[config.mk]
export PLATFORM = sky130hd
export DESIGN_NAME = circuito_jogo_param
export DESIGN_NICKNAME = d
export VERILOG_FILES = /design/src/rtl/circuito_jogo_param.sv
export SDC_FILE = /design/constraint.sdc
export NUM_CORES = 1
export LEC_CHECK = 0
export ABC_AREA = 1
export BUFFER_PORTS_ARGS = -buffer_cell sky130_fd_sc_hd__buf_2
export CAP_MARGIN = 25
export CORE_MARGIN = 2
export CORE_UTILIZATION = 64
export CTS_BUF_LIST = sky130_fd_sc_hd__clkbuf_8 sky130_fd_sc_hd__clkbuf_16
export DETAILED_ROUTE_END_ITERATION = 8
export HOLD_SLACK_MARGIN = 0.08
export PLACE_DENSITY = 0.84
export REMOVE_ABC_BUFFERS = 1
export SLEW_MARGIN = 15
export SYNTH_ARGS = -nofsm -noshare
export SYNTH_HDL_FRONTEND = slang
export SYNTH_SLANG_ARGS = --single-unit
[constraint.sdc]
create_clock -name clock -period 3.75 [get_ports clock]
set_clock_uncertainty 0.05 [all_clocks]
set_input_delay 0.75 -clock clock [delete_from_list [all_inputs] [get_ports clock]]
set_output_delay 0.75 -clock clock [all_outputs]
set_load 0.03 [all_outputs]
[src/rtl/circuito_jogo_param.sv]
// Memory-game round controller: replays a loadable sequence of plays against the switches,
// reporting win, wrong play or per-play timeout. Sequence length is short (modo=0) or full (modo=1).
module circuito_jogo_param #(
  parameter int N_CHAVES    = 4,
  parameter int DEPTH       = 16,
  parameter int N_MODO0     = 4,
  parameter int TIMEOUT_CYC = 3000,
  localparam int AW = (DEPTH > 1) ? $clog2(DEPTH) : 1,
  localparam int TW = (TIMEOUT_CYC > 1) ? $clog2(TIMEOUT_CYC) : 1
) (
  input  logic                clock,
  input  logic                reset,
  input  logic                iniciar,
  input  logic                modo,
  input  logic [N_CHAVES-1:0] chaves,
  input  logic                mem_we,
  input  logic [AW-1:0]       mem_addr,
  input  logic [N_CHAVES-1:0] mem_data,
  output logic                acertou,
  output logic                errou,
  output logic                timeout,
  output logic                pronto,
  output logic [N_CHAVES-1:0] leds,
  output logic [3:0]          db_estado,
  output logic [AW-1:0]       db_contagem
);

  typedef enum logic [3:0] {
    S_INICIAL     = 4'h0,
    S_PREPARA     = 4'h1,
    S_ESPERA      = 4'h2,
    S_REGISTRA    = 4'h3,
    S_COMPARA     = 4'h4,
    S_PROXIMO     = 4'h5,
    S_FIM_ACERTO  = 4'hA,
    S_FIM_ERRO    = 4'hE,
    S_FIM_TIMEOUT = 4'hF
  } estado_t;

  localparam logic [TW-1:0] T_MAX      = (TIMEOUT_CYC > 0) ? TW'(TIMEOUT_CYC - 1) : TW'(0);
  localparam logic [AW-1:0] LAST_MODO0 = AW'(N_MODO0 - 1);
  localparam logic [AW-1:0] LAST_MODO1 = AW'(DEPTH - 1);

  estado_t             state_q, state_d;
  logic [AW-1:0]       index_q, index_d;
  logic [TW-1:0]       timer_q, timer_d;
  logic                modo_q, modo_d;
  logic [N_CHAVES-1:0] play_q, play_d;
  logic [N_CHAVES-1:0] chaves_prev_q;
  logic                acertou_q, acertou_d;
  logic                errou_q, errou_d;
  logic                timeout_q, timeout_d;
  logic                pronto_q, pronto_d;

  logic [N_CHAVES-1:0] mem_q [DEPTH];

  logic                tem_jogada_s;
  logic                mem_wr_ok_s;
  logic [AW-1:0]       last_idx_s;
  logic [N_CHAVES-1:0] mem_rd_s;

  assign tem_jogada_s = (chaves != '0) && (chaves_prev_q == '0);
  assign last_idx_s   = modo_q ? LAST_MODO1 : LAST_MODO0;
  assign mem_rd_s     = mem_q[index_q];
  assign mem_wr_ok_s  = (state_q == S_INICIAL) || (state_q == S_FIM_ACERTO) ||
                        (state_q == S_FIM_ERRO) || (state_q == S_FIM_TIMEOUT);

  // Next-state, datapath updates and Moore output decode
  always_comb begin
    state_d = state_q;
    index_d = index_q;
    timer_d = timer_q;
    modo_d  = modo_q;
    play_d  = play_q;
    case (state_q)
      S_INICIAL: begin
        if (iniciar) state_d = S_PREPARA;
        else         state_d = S_INICIAL;
      end
      S_PREPARA: begin
        index_d = '0;
        timer_d = '0;
        modo_d  = modo;
        play_d  = '0;
        state_d = S_ESPERA;
      end
      S_ESPERA: begin
        if (timer_q != T_MAX) timer_d = timer_q + TW'(1);
        else                  timer_d = timer_q;
        // a play arriving on the last timer cycle still counts
        if (tem_jogada_s) begin
          play_d  = chaves;
          state_d = S_REGISTRA;
        end else if ((TIMEOUT_CYC != 0) && (timer_q == T_MAX)) begin
          state_d = S_FIM_TIMEOUT;
        end else begin
          state_d = S_ESPERA;
        end
      end
      S_REGISTRA: state_d = S_COMPARA;
      S_COMPARA: begin
        if (play_q != mem_rd_s)          state_d = S_FIM_ERRO;
        else if (index_q == last_idx_s)  state_d = S_FIM_ACERTO;
        else                             state_d = S_PROXIMO;
      end
      S_PROXIMO: begin
        index_d = index_q + AW'(1);
        timer_d = '0;
        state_d = S_ESPERA;
      end
      S_FIM_ACERTO, S_FIM_ERRO, S_FIM_TIMEOUT: begin
        if (iniciar) state_d = S_PREPARA;
        else         state_d = state_q;
      end
      default: state_d = S_INICIAL;
    endcase

    acertou_d = (state_d == S_FIM_ACERTO);
    timeout_d = (state_d == S_FIM_TIMEOUT);
    errou_d   = (state_d == S_FIM_ERRO) || timeout_d;
    pronto_d  = acertou_d || errou_d;
  end

  // Control state, datapath and registered outputs
  always_ff @(posedge clock) begin
    if (!reset) begin
      state_q       <= S_INICIAL;
      index_q       <= '0;
      timer_q       <= '0;
      modo_q        <= 1'b0;
      play_q        <= '0;
      chaves_prev_q <= '0;
      acertou_q     <= 1'b0;
      errou_q       <= 1'b0;
      timeout_q     <= 1'b0;
      pronto_q      <= 1'b0;
    end else begin
      state_q       <= state_d;
      index_q       <= index_d;
      timer_q       <= timer_d;
      modo_q        <= modo_d;
      play_q        <= play_d;
      chaves_prev_q <= chaves;
      acertou_q     <= acertou_d;
      errou_q       <= errou_d;
      timeout_q     <= timeout_d;
      pronto_q      <= pronto_d;
    end
  end

  // Sequence memory survives reset; writes only land while no round is running
  always_ff @(posedge clock) begin
    if (mem_we && mem_wr_ok_s) mem_q[mem_addr] <= mem_data;
  end

  assign acertou     = acertou_q;
  assign errou       = errou_q;
  assign timeout     = timeout_q;
  assign pronto      = pronto_q;
  assign leds        = play_q;
  assign db_estado   = state_q;
  assign db_contagem = index_q;

endmodule

==> out/results.ini <==
[min_path]
min_path_type = reg -> reg
worstHoldEndpoint = timer_q[11]
worstHoldStart = timer_q[11]
whs_path_depth = 1

[detailed_routing]
drc = 0
dr.pass1.iters = 6
vias_per_cell = 5.62
routed-via-count = 3499
drtIter0Drc = 482
ant_nets = 0
wire_per_inst_um = 14.9
drt_wl_total_um = 9270

[timing]
max_slew.worst_pin.slew_ns = 0.731
slew_violations = 0
setup_violations = 0
fin_ws_ns = 1.20
hold_ws_ns = 0.407
hold_viol = 0
tns_ns = 0
min_period_ns = 2.55
slew_headroom_pct = 50.8
rsz0062_at_grt = false
fin_crit_sh_pct = 68.1
fmax_mhz = 391

[outcome]
outcome = finished clean

[global_route]
grt_pass1_wl_um = 15400
grt_max_degree = 30
grt-ovfl-total = 0
track_usage_pct = 26.5
grt_pass1_vias = 3338
antenna_found_initial = 0

[cts]
cts_buffers = 9
path_clk_slew_ns = 0.09
htree_levels = 3
cts_hold_buf = 0
clkLatencyLatePin_ns = 0.36
cts.path.max_buffers = 2
cts.sinks = 101
clock-root-buffer = clkbuf_8
post-cts-setup-buffers = 0
tritoncts = yes
cts_resized = 0

[setup_path]
r2r_end = mem_q[7][2]
worstSetupStartpointType = flip-flop
r2r.worst_path.cells = 6
r2r_setup_slack_ns = 1.20
crit_path_end_kind = flip-flop
critPathKind = reg -> reg
required_ns = 3.72
worstPathMaxFanout = 5
crit_arrival_ns = 2.52
r2r-start = db_estado[2]

[power]
p_leak_nw = 2.04
powerDensity_mw_per_mm2 = 406
p_comb_share_pct = 8.2
p_seq_share_pct = 62.4
ir_worst_vdd_mv = 0.210
switching_share_pct = 24.3
p_int_mw = 1.48
total_power_mw = 1.95
clkPwrFrac_pct = 29.3
switchingPower_mw = 0.474

[place]
io_buffers = 32
dp_cells = 607
dp_hpwl_um = 6730
gp_congestion = 0.978
post_dp_cell_area_mm2 = 0.00465
place_ws_ns = 1.28

[synth]
synth_fa_ha_area_share_pct = 0.562
syn_inst = 505
yosys.area.top_type = edfxtp_1
synthDistinctLibCells = 32
synth.avg_cell_area_um2 = 8.82
yosys.area_share.xor_xnor_pct = 0.393
synth_ff_type = edfxtp_1
async_reset_ff_share_pct = 0
synth_top_family_by_area = simple AND/OR/NAND/NOR gates
synth_edf_count = 64
synth_compound_area_share_pct = 5.59
ys_top_cells_by_area = edfxtp_1 43%, dfxtp_1 17%, nand2_1 12%, inv_1 6.2%, nand3_1 6.0%
yosys_warnings = 0
synth_area_mm2 = 0.00445
yosysSeqAreaShare_pct = 59.8
ys_ff_latch = 101
synthSimpleGateAreaFrac_pct = 25.6
yosysTopAreaCellShare_pct = 43.2
synth_mux_area_share_pct = 0

[layout]
final_util_pct = 71.2
syn_to_final_growth_pct = 8.09
num-fill-cells = 507
layout.nets = 557
num_antenna_cells = 0
mostFrequentLayoutCells = 141 x nand2_1, 76 x inv_1, 64 x edfxtp_1
drive_gt1_share_pct = 9.76
fin_area_mm2 = 0.00481
mostFrequentLayoutCell = nand2_1
stdcell_count = 623

[floorplan]
num_io_pins = 33
core.rowCount = 30
die_y_um = 87.4
core_area_mm2 = 0.00676
fp.dieW_um = 87.4
dieArea_mm2 = 0.00764
start_util_pct = 65.9

[flow_run]
drv_cap = 0

-- power by group through the flow --
| stage | clock [mW] | combinational, mW | sequential, mW |
|---|---|---|---|
| detailed placement | 0 | 0.159 | 1.24 |
| finish | 0.573 | 0.161 | 1.22 |
| floorplan | 0 | 0.0847 | 1.26 |
| CTS | 0.573 | 0.160 | 1.22 |
| global placement | 0 | 0.156 | 1.24 |
| global route | 0.623 | 0.181 | 1.22 |
-- worst max path at each step --
| stage | cells past startpoint | endpoint | slack, ns | from |
|---|---|---|---|---|
| global route | 15 | errou | 0.96 | flip-flop |
| CTS | 6 | mem_q[7][2] | 1.27 | db_estado[2] |
| floorplan | 15 | errou | 1.38 | flip-flop |
| global placement | 4 | mem_q[7][3] | 1.28 | mem_we |
| detailed placement | 4 | mem_q[7][3] | 1.28 | mem_we |
| finish | 6 | mem_q[7][2] | 1.20 | db_estado[2] |
-- sequential cells by signal, indices dropped and copies added (netlist names), named ones only --
| name | count |
|---|---|
| mem_q | 64 |
| timer_q | 12 |
| chaves_prev_q | 4 |
| db_contagem | 4 |
| db_estado | 4 |
| leds | 4 |
| acertou | 1 |
| errou | 1 |
| modo_q | 1 |
| pronto | 1 |
| timeout | 1 |
-- synth_stat cells (2+ instances only) --
library cell	instances
nor3_1	6
ha_1	2
nand3_1	53
o211ai_1	3
buf_2	5
o22ai_1	2
nand4_1	3
a211oi_1	6
dfxtp_1	37
a21oi_1	16
inv_1	74
o21ai_0	9
nand2_1	141
clkbuf_1	4
buf_6	3
nor2_2	2
inv_2	2
edfxtp_1	64
a31oi_1	2
o21ai_1	3
nor2_1	52
nor4_1	6
-- critical path, cell delays in order, from the launching register on --
cell and delay, ns:
dfxtp_1 0.40, inv_1 0.12, a211oi_1 0.21, inv_1 0.11
a21boi_0 0.59, nand3_1 0.33, nor2_1 0.39
-- cells by family after synthesis --
logic type | Yosys count
adders and majority gates | 2
xor gates and xnor gates | 2
buffers and inverters | 88
DFF | 101
and+or+nand+nor | 269
AOI/OAI and AO/OA | 43
-- metal layers --
| metal | wire length (µm) | GRT usage [%] | vias to the layer above |
|---|---|---|---|
| met5 | 0 | 0 | - |
| met4 | 273 | 10.5 | 0 |
| met3 | 612 | 5.02 | 30 |
| met2 | 4350 | 41.7 | 158 |
| met1 | 4040 | 36.5 | 1599 |
| li1 | - | - | 1712 |
-- final cells by class --
type / instances / area, µm² / area share, %
Clock buffer: 9 / 124 / 2.57
Timing Repair Buffer: 34 / 175 / 3.64
Clock inverter: 7 / 35.0 / 0.728
Tap cell: 80 / 100 / 2.08
Multi-Input combinational cell: 316 / 1430 / 29.7
Sequential cell: 101 / 2660 / 55.3
Inverter: 76 / 285 / 5.93
Note: power is estimated with default switching activity, not from simulation.
